===== src/rtl/dbg_pkg.sv =====
// Shared definitions for the debug-entry controller: FSM state encoding,
// debug cause codes and the cause priority encoder.
package dbg_pkg;

  // Controller states. The core is in debug mode only in ST_DEBUG.
  typedef enum logic [1:0] {
    ST_RUN        = 2'd0,
    ST_STEPPING   = 2'd1,
    ST_ENTRY_PEND = 2'd2,
    ST_DEBUG      = 2'd3
  } dbg_state_e;

  // dcsr.cause encodings.
  localparam logic [2:0] CAUSE_NONE   = 3'd0;
  localparam logic [2:0] CAUSE_EBREAK = 3'd1;
  localparam logic [2:0] CAUSE_TRIG   = 3'd2;
  localparam logic [2:0] CAUSE_IRQ    = 3'd3;
  localparam logic [2:0] CAUSE_STEP   = 3'd4;
  localparam logic [2:0] CAUSE_HALT   = 3'd5;

  // Priority encoder for the live causes seen in RUN/STEPPING.
  // A pending step is latched by the FSM and presented from ENTRY_PEND,
  // so it always outranks everything here.
  function automatic logic [2:0] sel_cause(input logic trig,
                                           input logic ebreak,
                                           input logic irq,
                                           input logic halt);
    logic [2:0] cause;
    cause = CAUSE_NONE;
    if (trig)        cause = CAUSE_TRIG;
    else if (ebreak) cause = CAUSE_EBREAK;
    else if (irq)    cause = CAUSE_IRQ;
    else if (halt)   cause = CAUSE_HALT;
    return cause;
  endfunction

endpackage


===== src/rtl/dbg_step_cnt.sv =====
// Single-step instruction counter: loads the number of instructions to run
// before re-entering debug, counts committed instructions down, and flags
// the last one.
module dbg_step_cnt #(
  parameter int STEP_CNT_W = 8
) (
  input  logic                  clk,
  input  logic                  rst,
  input  logic                  i_load,
  input  logic [STEP_CNT_W-1:0] i_load_num,
  input  logic                  i_dec,
  output logic [STEP_CNT_W-1:0] o_remain,
  output logic                  o_last
);

  logic [STEP_CNT_W-1:0] r_remain;
  logic [STEP_CNT_W-1:0] w_load_val;

  // A requested step count of zero still executes one instruction.
  assign w_load_val = (i_load_num == '0) ? STEP_CNT_W'(1) : i_load_num;

  // Load has priority over decrement; the count saturates at zero and
  // holds whenever neither load nor decrement is requested.
  always_ff @(posedge clk or posedge rst) begin
    if (rst) begin
      r_remain <= '0;
    end else if (i_load) begin
      r_remain <= w_load_val;
    end else if (i_dec && (r_remain != '0)) begin
      r_remain <= r_remain - STEP_CNT_W'(1);
    end
  end

  assign o_remain = r_remain;
  assign o_last   = (r_remain == STEP_CNT_W'(1));

endmodule


===== src/rtl/dbg_entry_ctrl.sv =====
// Debug-entry controller: arbitrates debug causes (trigger, ebreak,
// interrupt, halt, step, halt-on-reset), tracks debug mode and drives the
// single-step sequence through the dbg_step_cnt counter.
module dbg_entry_ctrl
  import dbg_pkg::*;
#(
  parameter int NUM_TRIG   = 4,
  parameter int STEP_CNT_W = 8,
  parameter int TIDX_W     = (NUM_TRIG > 1) ? $clog2(NUM_TRIG) : 1
) (
  input  logic                  clk,
  input  logic                  rst,
  input  logic                  alu_ebreakm_flush_req,
  input  logic [NUM_TRIG-1:0]   alu_trig_hit,
  input  logic [NUM_TRIG-1:0]   trig_en,
  input  logic                  dbg_irq_r,
  input  logic                  dbg_halt_r,
  input  logic                  dbg_step_r,
  input  logic [STEP_CNT_W-1:0] dbg_step_num,
  input  logic                  dbg_haltreset,
  input  logic                  cmt_ena,
  input  logic                  dbg_entry_taken_ena,
  input  logic                  dbg_exit_ena,
  output logic                  dbg_mode,
  output logic                  dbg_entry_req,
  output logic                  nonalu_dbg_entry_req,
  output logic [2:0]            dbg_cause,
  output logic [TIDX_W-1:0]     dbg_trig_idx,
  output logic [2:0]            dcsr_cause,
  output logic [STEP_CNT_W-1:0] step_remain
);

  dbg_state_e r_state;
  logic       r_dbg_mode;
  logic [2:0] r_pend_cause;
  logic [2:0] r_dcsr_cause;
  logic       r_first;

  logic [NUM_TRIG-1:0] w_trig_eff;
  logic                w_trig_any;
  logic [TIDX_W-1:0]   w_trig_idx;
  logic                w_halt_eff;
  logic [2:0]          w_cause;
  logic                w_entry_req;
  logic                w_nonalu_req;
  logic                w_step_load;
  logic                w_step_dec;
  logic                w_step_last;
  logic [STEP_CNT_W-1:0] w_step_remain;

  // Only enabled trigger channels count, and halt is held off while
  // single-stepping so the step completes before a halt is honoured.
  assign w_trig_eff = alu_trig_hit & trig_en;
  assign w_trig_any = |w_trig_eff;
  assign w_halt_eff = dbg_halt_r & ~dbg_step_r;

  // Lowest-index enabled trigger wins; index reads zero when nothing fired.
  always_comb begin
    w_trig_idx = '0;
    for (int i = NUM_TRIG - 1; i >= 0; i--) begin
      if (w_trig_eff[i]) w_trig_idx = TIDX_W'(i);
    end
  end

  // Request/cause presented to the core. Live causes are arbitrated while
  // running or stepping, a latched cause is held while an entry is
  // pending, and nothing is requested while already in debug mode.
  always_comb begin
    w_cause      = CAUSE_NONE;
    w_entry_req  = 1'b0;
    w_nonalu_req = 1'b0;
    unique case (r_state)
      ST_RUN, ST_STEPPING: begin
        w_cause      = sel_cause(w_trig_any, alu_ebreakm_flush_req,
                                 dbg_irq_r, w_halt_eff);
        w_entry_req  = (w_cause != CAUSE_NONE);
        w_nonalu_req = (sel_cause(1'b0, 1'b0, dbg_irq_r, w_halt_eff)
                        != CAUSE_NONE);
      end
      ST_ENTRY_PEND: begin
        w_cause      = r_pend_cause;
        w_entry_req  = 1'b1;
        w_nonalu_req = 1'b1;
      end
      default: begin
        w_cause      = CAUSE_NONE;
        w_entry_req  = 1'b0;
        w_nonalu_req = 1'b0;
      end
    endcase
  end

  // The step counter loads on dret when stepping is enabled and counts
  // commits only while stepping, so it holds its value everywhere else.
  assign w_step_load = (r_state == ST_DEBUG) && dbg_exit_ena && dbg_step_r;
  assign w_step_dec  = (r_state == ST_STEPPING) && cmt_ena;

  dbg_step_cnt #(
    .STEP_CNT_W (STEP_CNT_W)
  ) u_step_cnt (
    .clk        (clk),
    .rst        (rst),
    .i_load     (w_step_load),
    .i_load_num (dbg_step_num),
    .i_dec      (w_step_dec),
    .o_remain   (w_step_remain),
    .o_last     (w_step_last)
  );

  // Main debug FSM with registered debug-mode flag and dcsr cause. A taken
  // entry always beats a finishing step, so a coincident final commit does
  // not leave a step entry pending behind the debug session.
  always_ff @(posedge clk or posedge rst) begin
    if (rst) begin
      r_state      <= ST_RUN;
      r_dbg_mode   <= 1'b0;
      r_pend_cause <= CAUSE_NONE;
      r_dcsr_cause <= CAUSE_NONE;
      r_first      <= 1'b1;
    end else begin
      r_first <= 1'b0;
      unique case (r_state)
        ST_RUN: begin
          if (dbg_entry_taken_ena && w_entry_req) begin
            r_state      <= ST_DEBUG;
            r_dbg_mode   <= 1'b1;
            r_dcsr_cause <= w_cause;
          end else if (r_first && dbg_haltreset) begin
            r_state      <= ST_ENTRY_PEND;
            r_pend_cause <= CAUSE_HALT;
          end
        end
        ST_STEPPING: begin
          if (dbg_entry_taken_ena && w_entry_req) begin
            r_state      <= ST_DEBUG;
            r_dbg_mode   <= 1'b1;
            r_dcsr_cause <= w_cause;
          end else if (cmt_ena && w_step_last) begin
            r_state      <= ST_ENTRY_PEND;
            r_pend_cause <= CAUSE_STEP;
          end
        end
        ST_ENTRY_PEND: begin
          if (dbg_entry_taken_ena) begin
            r_state      <= ST_DEBUG;
            r_dbg_mode   <= 1'b1;
            r_dcsr_cause <= r_pend_cause;
          end
        end
        ST_DEBUG: begin
          if (dbg_exit_ena) begin
            r_dbg_mode <= 1'b0;
            r_state    <= dbg_step_r ? ST_STEPPING : ST_RUN;
          end
        end
        default: begin
          r_state    <= ST_RUN;
          r_dbg_mode <= 1'b0;
        end
      endcase
    end
  end

  assign dbg_mode             = r_dbg_mode;
  assign dbg_entry_req        = w_entry_req;
  assign nonalu_dbg_entry_req = w_nonalu_req;
  assign dbg_cause            = w_cause;
  assign dbg_trig_idx         = w_trig_idx;
  assign dcsr_cause           = r_dcsr_cause;
  assign step_remain          = w_step_remain;

endmodule


===== config.mk =====
export PLATFORM = sky130hd
export DESIGN_NAME = dbg_entry_ctrl
export DESIGN_NICKNAME = d
export VERILOG_FILES = /design/src/rtl/dbg_pkg.sv /design/src/rtl/dbg_step_cnt.sv /design/src/rtl/dbg_entry_ctrl.sv
export SDC_FILE = /design/constraint.sdc
export NUM_CORES = 1
export LEC_CHECK = 0
export ABC_AREA = 1
export ABC_CLOCK_PERIOD_IN_PS = 1700
export CAP_MARGIN = 25
export CORE_MARGIN = 1.5
export CORE_UTILIZATION = 43
export CTS_CLUSTER_DIAMETER = 100
export DETAILED_ROUTE_END_ITERATION = 6
export PLACE_DENSITY = 0.79
export SYNTH_ARGS = -nofsm -noshare
export SYNTH_HDL_FRONTEND = slang
export SYNTH_SLANG_ARGS = --single-unit

===== constraint.sdc =====
create_clock -name clk -period 1.7 [get_ports clk]
set_input_delay 0.17 -clock clk [delete_from_list [all_inputs] [get_ports clk]]
set_output_delay 0.17 -clock clk [all_outputs]
set_load 0.01 [all_outputs]

Yosys cells after proc, flatten, opt, wreduce, memory -nomap -nowiden
Index checks and enable logic that the tools add are counted.

Register bits: 18. Bits of input ports: 26. Output and inout port bits: 19. Logic and storage cells: 80.

Add/subtract/negate cells: 1. Equal/unequal tests: 13. Multiplexer cells: 36. Bitwise operators: 3. Reduce and logical (&&, ||, !) cells: 21.

Operators with widths (count): $mux W3 (12); $mux W8 (3); $mux W2 (10); $pmux W3 S2 (3); $ne A2 B2 Y1 const B (5); $eq A8 B1 Y1 const B (1); $logic_not A8 Y1 (1); $pmux W2 S4 (1); $reduce_bool A8 Y1 (1); $sub A8 B1 Y8 const B (1); $logic_and A1 B1 Y1 (7); $reduce_and A3 Y1 (2); $reduce_bool A2 Y1 (3); $reduce_bool A3 Y1 (2); $reduce_and A5 Y1 (1); $and A4 B4 Y4 (1); $eq A2 B2 Y1 const B (2); $mux W1 (4); $ne A2 B1 Y1 const B (2); $pmux W1 S2 (2); $reduce_and A4 Y1 (1); $reduce_or A4 Y1 (1); $ne A3 B1 Y1 const B (1); $ne A3 B3 Y1 const B (1); other kinds (6) (6).

Depth between registers and ports, before layout
Gate-level depths: netlist of the first run.

Depth in word-level cells: 12. Gate-level depth with buffers: 9. Gate-level depth less buffers: 9.

Modules after synthesis
From an unflattened synthesis of the first run, not the netlist that was laid out.

Cell total of the unflattened synthesis: 187. Area, all modules: 1327.5 µm².

By module, submodules not included: dbg_entry_ctrl (instances 1, cells each 86, area an instance 679.4 µm²); dbg_step_cnt (instances 1, cells each 101, area an instance 648.1 µm²).

Worst setup path before layout of the first run
OpenSTA, ideal clock, no wires.

Path kind: flip-flop to flip-flop. Start point: reg u_step_cnt.r_remain[1] (netlist: u_step_cnt.o_remain[1]). End point: reg u_step_cnt.r_remain[6] (netlist: u_step_cnt.o_remain[6]). Library setup time: 0.128 ns. Arrival: 1.335 ns. Path slack: 0.237 ns. Cell stages (with the launch flop): 8. Path buffers: 0. Cells stage by stage: dfrtp_1 > inv_1 > ha_1 > nand2_2 > o21ai_4 > nand2_2 > o21ai_1 > a22oi_2.

Cells in the longest elaborated chain, start to end: 3. Elaborated cells between the ends (all ways): 6. Those cells by class: add/sub (1); mux (2); reduce/logical (3).

RTL lines: start, declared (RTL line dbg_step_cnt.sv:16) `logic [STEP_CNT_W-1:0] r_remain;`; start signal, assigned (RTL line dbg_step_cnt.sv:28) `r_remain <= w_load_val;`; start signal, assigned (RTL line dbg_step_cnt.sv:30) `r_remain <= r_remain - STEP_CNT_W'(1);`; $sub A8 B1 Y8 or $reduce_bool A8 Y1 (tied branches) (RTL line dbg_step_cnt.sv:30, dbg_step_cnt.sv:29); $mux W8 or $logic_and A1 B1 Y1 (tied branches) (RTL line dbg_step_cnt.sv:29) `end else if (i_dec && (r_remain != '0)) begin`; $mux W8 or $reduce_bool A2 Y1 (tied branches).

Several ways; a longest one is shown, not always the timed one. The select of a mux whose other input is x is not followed. A chain may end at the register's enable or synchronous reset.

Final worst setup path of the first run
Start point: in alu_trig_hit[1]. End point: out dbg_cause[0].

Cells in the longest elaborated chain, start to end: 5.

RTL lines: start, declared (RTL line dbg_entry_ctrl.sv:14) `input logic [NUM_TRIG-1:0] alu_trig_hit,`; $and A4 B4 Y4 (RTL line dbg_entry_ctrl.sv:53) `assign w_trig_eff = alu_trig_hit & trig_en;`; $reduce_or A4 Y1 (RTL line dbg_entry_ctrl.sv:54) `assign w_trig_any = |w_trig_eff;`; $mux W3 (RTL line dbg_pkg.sv:30) `if (trig) cause = CAUSE_TRIG;`; $mux W3 (RTL line dbg_entry_ctrl.sv:72) `unique case (r_state)`; $pmux W3 S2 (RTL line dbg_entry_ctrl.sv:72); end, declared (RTL line dbg_entry_ctrl.sv:27) `output logic [2:0] dbg_cause,`.

No other way between the ends. The select of a mux whose other input is x is not followed.

==> results.yml, run 1 <==
synthesis:
  synth_top_area_share_pct: 33.93
  syn-num-nets: 189
  syn-cell-area_sq_mm: 0.001180
  ys_ff_latch: 17
  yosysTopAreaCell: "dfrtp_1"
  yosys_warnings: 0
  synth_area_leaders: "dfrtp_1 34%, nand2_1 13%, inv_1 7.3%, nor2_1 4.1%, nand3_1 3.8%"
  ys_types: 31
  avgSynthCellArea_sq_um: 7.328
  synth_seq_area_share_pct: 36.16
  syn_inst: 161
worst_setup_path:
  critPathLaunchType: "input port"
  critPathRequiredTime_ns: 1.53
  worst-setup-path-type: "input port to output pin"
  reg2reg_from: "u_step_cnt.o_remain[1]"
  crit_path_end_kind: "output pin"
  crit_path_max_fanout: 2
  arrival_ns: 1.42
  rrSetupSlack_ns: 0.16
  critPathLaunch: "alu_trig_hit[1]"
finish:
  final_layout_size_suffix_gt1_share_pct: 20.72
  design_area_sq_mm: 0.001789
  mostFrequentLayoutCells: "41 x nand2_1, 37 x clkdlybuf4s50_1, 23 x inv_1"
  final_common_cell: "nand2_1"
  utilization_pct: 70.30
  area_growth_pct: 51.64
  layout.nets: 251
  n_antenna_cell: 0
placement:
  place_congestion: 0.9298
  preCtsSetupSlack_ns: -0.2545
  io_buffers: 44
  place_area_sq_mm: 0.001740
  place_hpwl_mm: 2.482
sta:
  finalSetupViolCount: 0
  finClkSkew_ns: 0.003154
  setup_slack_ns: 0.1097
  fin_crit_sh_pct: 93.55
  worst_pin_slew_ns: 0.6708
  hold_viol_final: 0
  maxSlewHeadroom_pct: 55.23
  slew_violations: 0
  fmax_mhz: 628.8
  rsz0062_at_grt: "no"
  fin_crit_ns: 1.590
clock_tree:
  cts_buffers: 3
  cts.clk_slew.worst_paths_ns: 0.09
  postCtsHoldBufs: 0
  cts_root_buffer: "clkbuf_4"
  clkLatencyLatePin_ns: 0.28
  cts_tree: "built"
  clockBufferDepth: 2
  cts_num_sinks: 17
  h-tree-depth: 1
global_route:
  antenna_found_initial: 0
  grt_pass1_wl_mm: 5.216
  overflow: 0
  grt_pass1_vias: 1321
  grt_use_total_pct: 20.48
  grt_max_degree: 18
routing:
  drt_iter0_drc: 38
  wl_mm: 3.088
  vias: 1295
  ant_nets: 0
  wl_per_cell_microns: 12.25
  dr.pass1.iters: 4
  drc: 0
  vias_per_cell: 5.139
floorplanning:
  die_w_microns: 55.38
  io_pins: 45
  fp.dieArea_sq_mm: 0.003067
  coreArea_sq_mm: 0.002545
  rows: 18
  dieHeight_microns: 55.38
  initial_core_util_pct: 46.36
power:
  power.density_mw_per_mm2: 1376
  ir_worst_vdd_mv: 1.091
  power_leakage_nw: 0.9032
run:
  drv_cap: 0
status:
  status: "complete, no violations"
worst_hold_path:
  hp-class: "input port to asynchronous set/reset pin"
==> timing repair <==
item	in CTS	in global routing
resized for setup	6	8
buffers inserted	1	1
pin swaps	0	4
setup endpoints to repair	5	6
==> power breakdown <==
part	total, mW	internal (mW)	switching [mW]
registers	0.717	0.567	0.151
logic	1.53	0.751	0.782
clock network	0.212	0.0911	0.120
==> final timing paths <==
path / cells after the start / endpoint
worst max-delay path: 7 / dbg_cause[0]
worst min-delay path: 2 / dcsr_cause[2]
worst max register to register: 8 / u_step_cnt.o_remain[7]
worst min register to register: 2 / dcsr_cause[1]
max in group asynchronous: 2 / r_state[0]
min in group clk: 3 / u_step_cnt.o_remain[6]
==> synth_stat cells <==
master / number
nand2_4: 1
a22oi_2: 1
a21oi_2: 1
o21ai_4: 1
nand3_1: 9
o31ai_1: 2
a21oi_1: 4
nand3_2: 4
nand2_2: 3
nand2_1: 41
o31ai_2: 1
conb_1: 1
ha_1: 2
nand4_1: 4
o21ai_0: 6
nor2_2: 3
or2_1: 1
o21ai_1: 4
o22ai_1: 3
dfstp_2: 1
inv_1: 23
a21boi_0: 1
o21ai_2: 1
dfrtp_1: 16
o221ai_1: 1
xor2_1: 3
nor2_1: 13
o211ai_2: 1
o211ai_1: 1
inv_2: 6
nor2_4: 2
==> final cells by class <==
| class | instances | area, sq um |
|---|---|---|
| tap | 30 | 37.54 |
| sequential | 17 | 427.9 |
| clock buffer | 4 | 26.28 |
| timing repair buffer | 57 | 534.3 |
| fill | 214 | 755.7 |
| multi-input combinational | 115 | 654.4 |
| inverter | 29 | 108.9 |
==> registers in the layout, summed over array words and instances (netlist names) <==
signal and count:
r_first 1, r_state 2, u_step_cnt.o_remain 8, r_pend_cause 2, dcsr_cause 3, dbg_mode 1
==> critical path, stage by stage <==
cell             delay, ns
clkdlybuf4s50_1       0.42
nand2_1               0.09
nand2_1               0.08
nor2_2                0.12
nand2_1               0.10
o21ai_2               0.15
dlygate4sd2_1         0.28
==> cells by family (layout without fill, tap and decap cells) <==
group | Yosys count | in the layout | share of synthesized area [%]
simple gates | 81 | 81 | 33.09
buf+inv | 29 | 90 | 9.226
compound gates | 28 | 28 | 16.86
flops | 17 | 17 | 36.16
xor+xnor | 3 | 3 | 2.227
fa+ha+maj | 2 | 2 | 2.121
other cells | 1 | 1 | 0.3178
==> metrics by stage <==
stage	power [mW]	hold slack, ns	TNS, ns	cells
global route	2.665	0.3459	0	252
finish	2.461	0.2708	0	252
floorplan	1.520	0.09534	0	161
CTS	2.455	0.2817	0	251
global placement	2.223	0.4657	-0.6258	246
detailed placement	2.268	0.4747	-1.163	246
==> routing by layer <==
layer  wire [microns]  vias to the layer above  global-route usage (%)
li1                 -                      641                       -
met1             1267                      590                   22.12
met2             1593                       58                   38.78
met3              183                        6                   3.747
met4               42                        0                   8.014
met5                0                        -                       0
No activity file was read; power rests on OpenSTA's default activity.
==> run 2: changes to the inputs <==
--- a/config.mk
+++ b/config.mk
@@ -13,6 +13,7 @@
 export CTS_CLUSTER_DIAMETER = 100
 export DETAILED_ROUTE_END_ITERATION = 6
 export PLACE_DENSITY = 0.79
+export SKIP_LAST_GASP = 1
 export SYNTH_ARGS = -nofsm -noshare
 export SYNTH_HDL_FRONTEND = slang
 export SYNTH_SLANG_ARGS = --single-unit
==> run 2 against run 1 <==
Net effect:
- critical path depth fell by 1
- clock power barely moved
- total power barely moved
- largest cell class unchanged
- non-clock buffer count did not move
==> results.yml, run 2 (synthesis gave the netlist of run 1 again) <==
routing:
  dr.pass1.iters: 4
  ant_nets: 0
  vias: 1284
  wl_per_cell_microns: 12.29
  wl_mm: 3.097
  drt_iter0_drc: 52
  vias_per_cell: 5.095
  drc: 0
global_route:
  grt_use_total_pct: 20.48
  grt_max_degree: 18
  grt_pass1_wl_mm: 5.216
  antenna_found_initial: 0
  grt_pass1_vias: 1321
  overflow: 0
clock_tree:
  cts_tree: "built"
  cts_num_sinks: 17
  cts.clk_slew.worst_paths_ns: 0.09
  clockBufferDepth: 2
  cts_root_buffer: "clkbuf_4"
  h-tree-depth: 1
  clkLatencyLatePin_ns: 0.28
  cts_buffers: 3
placement:
  place_area_sq_mm: 0.001740
  preCtsSetupSlack_ns: -0.2545
  place_congestion: 0.9298
  dp_cells: 246
  io_buffers: 44
  place_hpwl_mm: 2.482
finish:
  final_common_cell: "nand2_1"
  n_antenna_cell: 0
  fin_cells: 252
  utilization_pct: 70.30
  largest_reg_flops: 8
  design_area_sq_mm: 0.001789
  area_growth_pct: 51.64
  layout.nets: 251
  n_fill_cell: 213
  mostFrequentLayoutCells: "41 x nand2_1, 37 x clkdlybuf4s50_1, 23 x inv_1"
  final_layout_size_suffix_gt1_share_pct: 20.27
sta:
  slew_violations: 0
  hold_viol_final: 0
  fin_crit_sh_pct: 93.44
  tns_ns: 0
  fin_crit_ns: 1.588
  fmax_mhz: 629.5
  finalSetupViolCount: 0
  holdWs_ns: 0.2705
  setup_slack_ns: 0.1115
  finClkSkew_ns: 0.003402
  maxSlewHeadroom_pct: 55.23
  rsz0062_at_grt: "no"
  worst_pin_slew_ns: 0.6709
floorplanning:
  initial_core_util_pct: 46.36
  coreArea_sq_mm: 0.002545
  die_w_microns: 55.38
  rows: 18
  io_pins: 45
  dieHeight_microns: 55.38
  fp.dieArea_sq_mm: 0.003067
power:
  ir_worst_vdd_mv: 1.121
  power_leakage_nw: 0.9116
  p_total_mw: 2.461
  power.density_mw_per_mm2: 1375
worst_setup_path:
  crit_path_end_kind: "output pin"
  crit_path_max_fanout: 3
  worst-setup-path-type: "input port to output pin"
  arrival_ns: 1.42
  critPathRequiredTime_ns: 1.53
  critPathLaunchType: "input port"
  rrSetupSlack_ns: 0.16
run:
  drv_cap: 0
worst_hold_path:
  hp-class: "input port to asynchronous set/reset pin"
status:
  status: "complete, no violations"
==> run 2: changes by cell type in the layout (fill, tap and decap cells not counted), sizes merged <==
cell	delta
dlygate4sd2	-1
dlymetal6s2s	+1
==> run 2: area by class of cell <==
type	count	area [sq um]	share of cell area, %
multi-input cells	115	650.6	36.36
repair buffers	57	538.0	30.07
inverters	29	108.9	6.084
flip-flops and latches	17	427.9	23.92
well taps	30	37.54	2.098
clock buffers	4	26.28	1.469
==> run 2: final timing paths <==
kind,from,end,cells after the start
setup / recovery,dbg_halt_r,dbg_cause[2],6
hold / removal,rst,dcsr_cause[2],2
setup reg to reg,u_step_cnt.o_remain[1],u_step_cnt.o_remain[7],8
hold reg to reg,dcsr_cause[1],dcsr_cause[1],2
max in group asynchronous,rst,r_state[0],2
min in group clk,dbg_step_num[6],u_step_cnt.o_remain[6],3
==> run 2: power by group <==
group	internal (mW)	total (mW)	leakage, nW	switching (mW)
clock	0.0911	0.212	0.0150	0.121
sequential	0.567	0.717	0.191	0.151
combinational	0.754	1.53	0.706	0.778
==> run 2: metal layers <==
metal / routed length [microns] / track usage [%] / up-vias
met1: 1279 / 22.12 / 583
met5: 0 / 0 / -
met2: 1601 / 38.78 / 55
met4: 42 / 8.014 / 0
met3: 174 / 3.747 / 6
li1: - / - / 640
==> run 2: worst max-delay path, stage by stage <==
cell and delay (ns):
clkdlybuf4s50_1 0.45, inv_1 0.04, nor2_1 0.19, nand3_1 0.12, o22ai_2 0.16, dlygate4sd2_1 0.29
==> run 2: what timing repair did <==
| item | CTS | global route |
|---|---|---|
| pin swaps | 0 | 4 |
| setup endpoints to repair | 5 | 6 |
| resized for setup | 5 | 8 |
| hold buffers | 0 | 0 |
| buffers inserted | 1 | 1 |
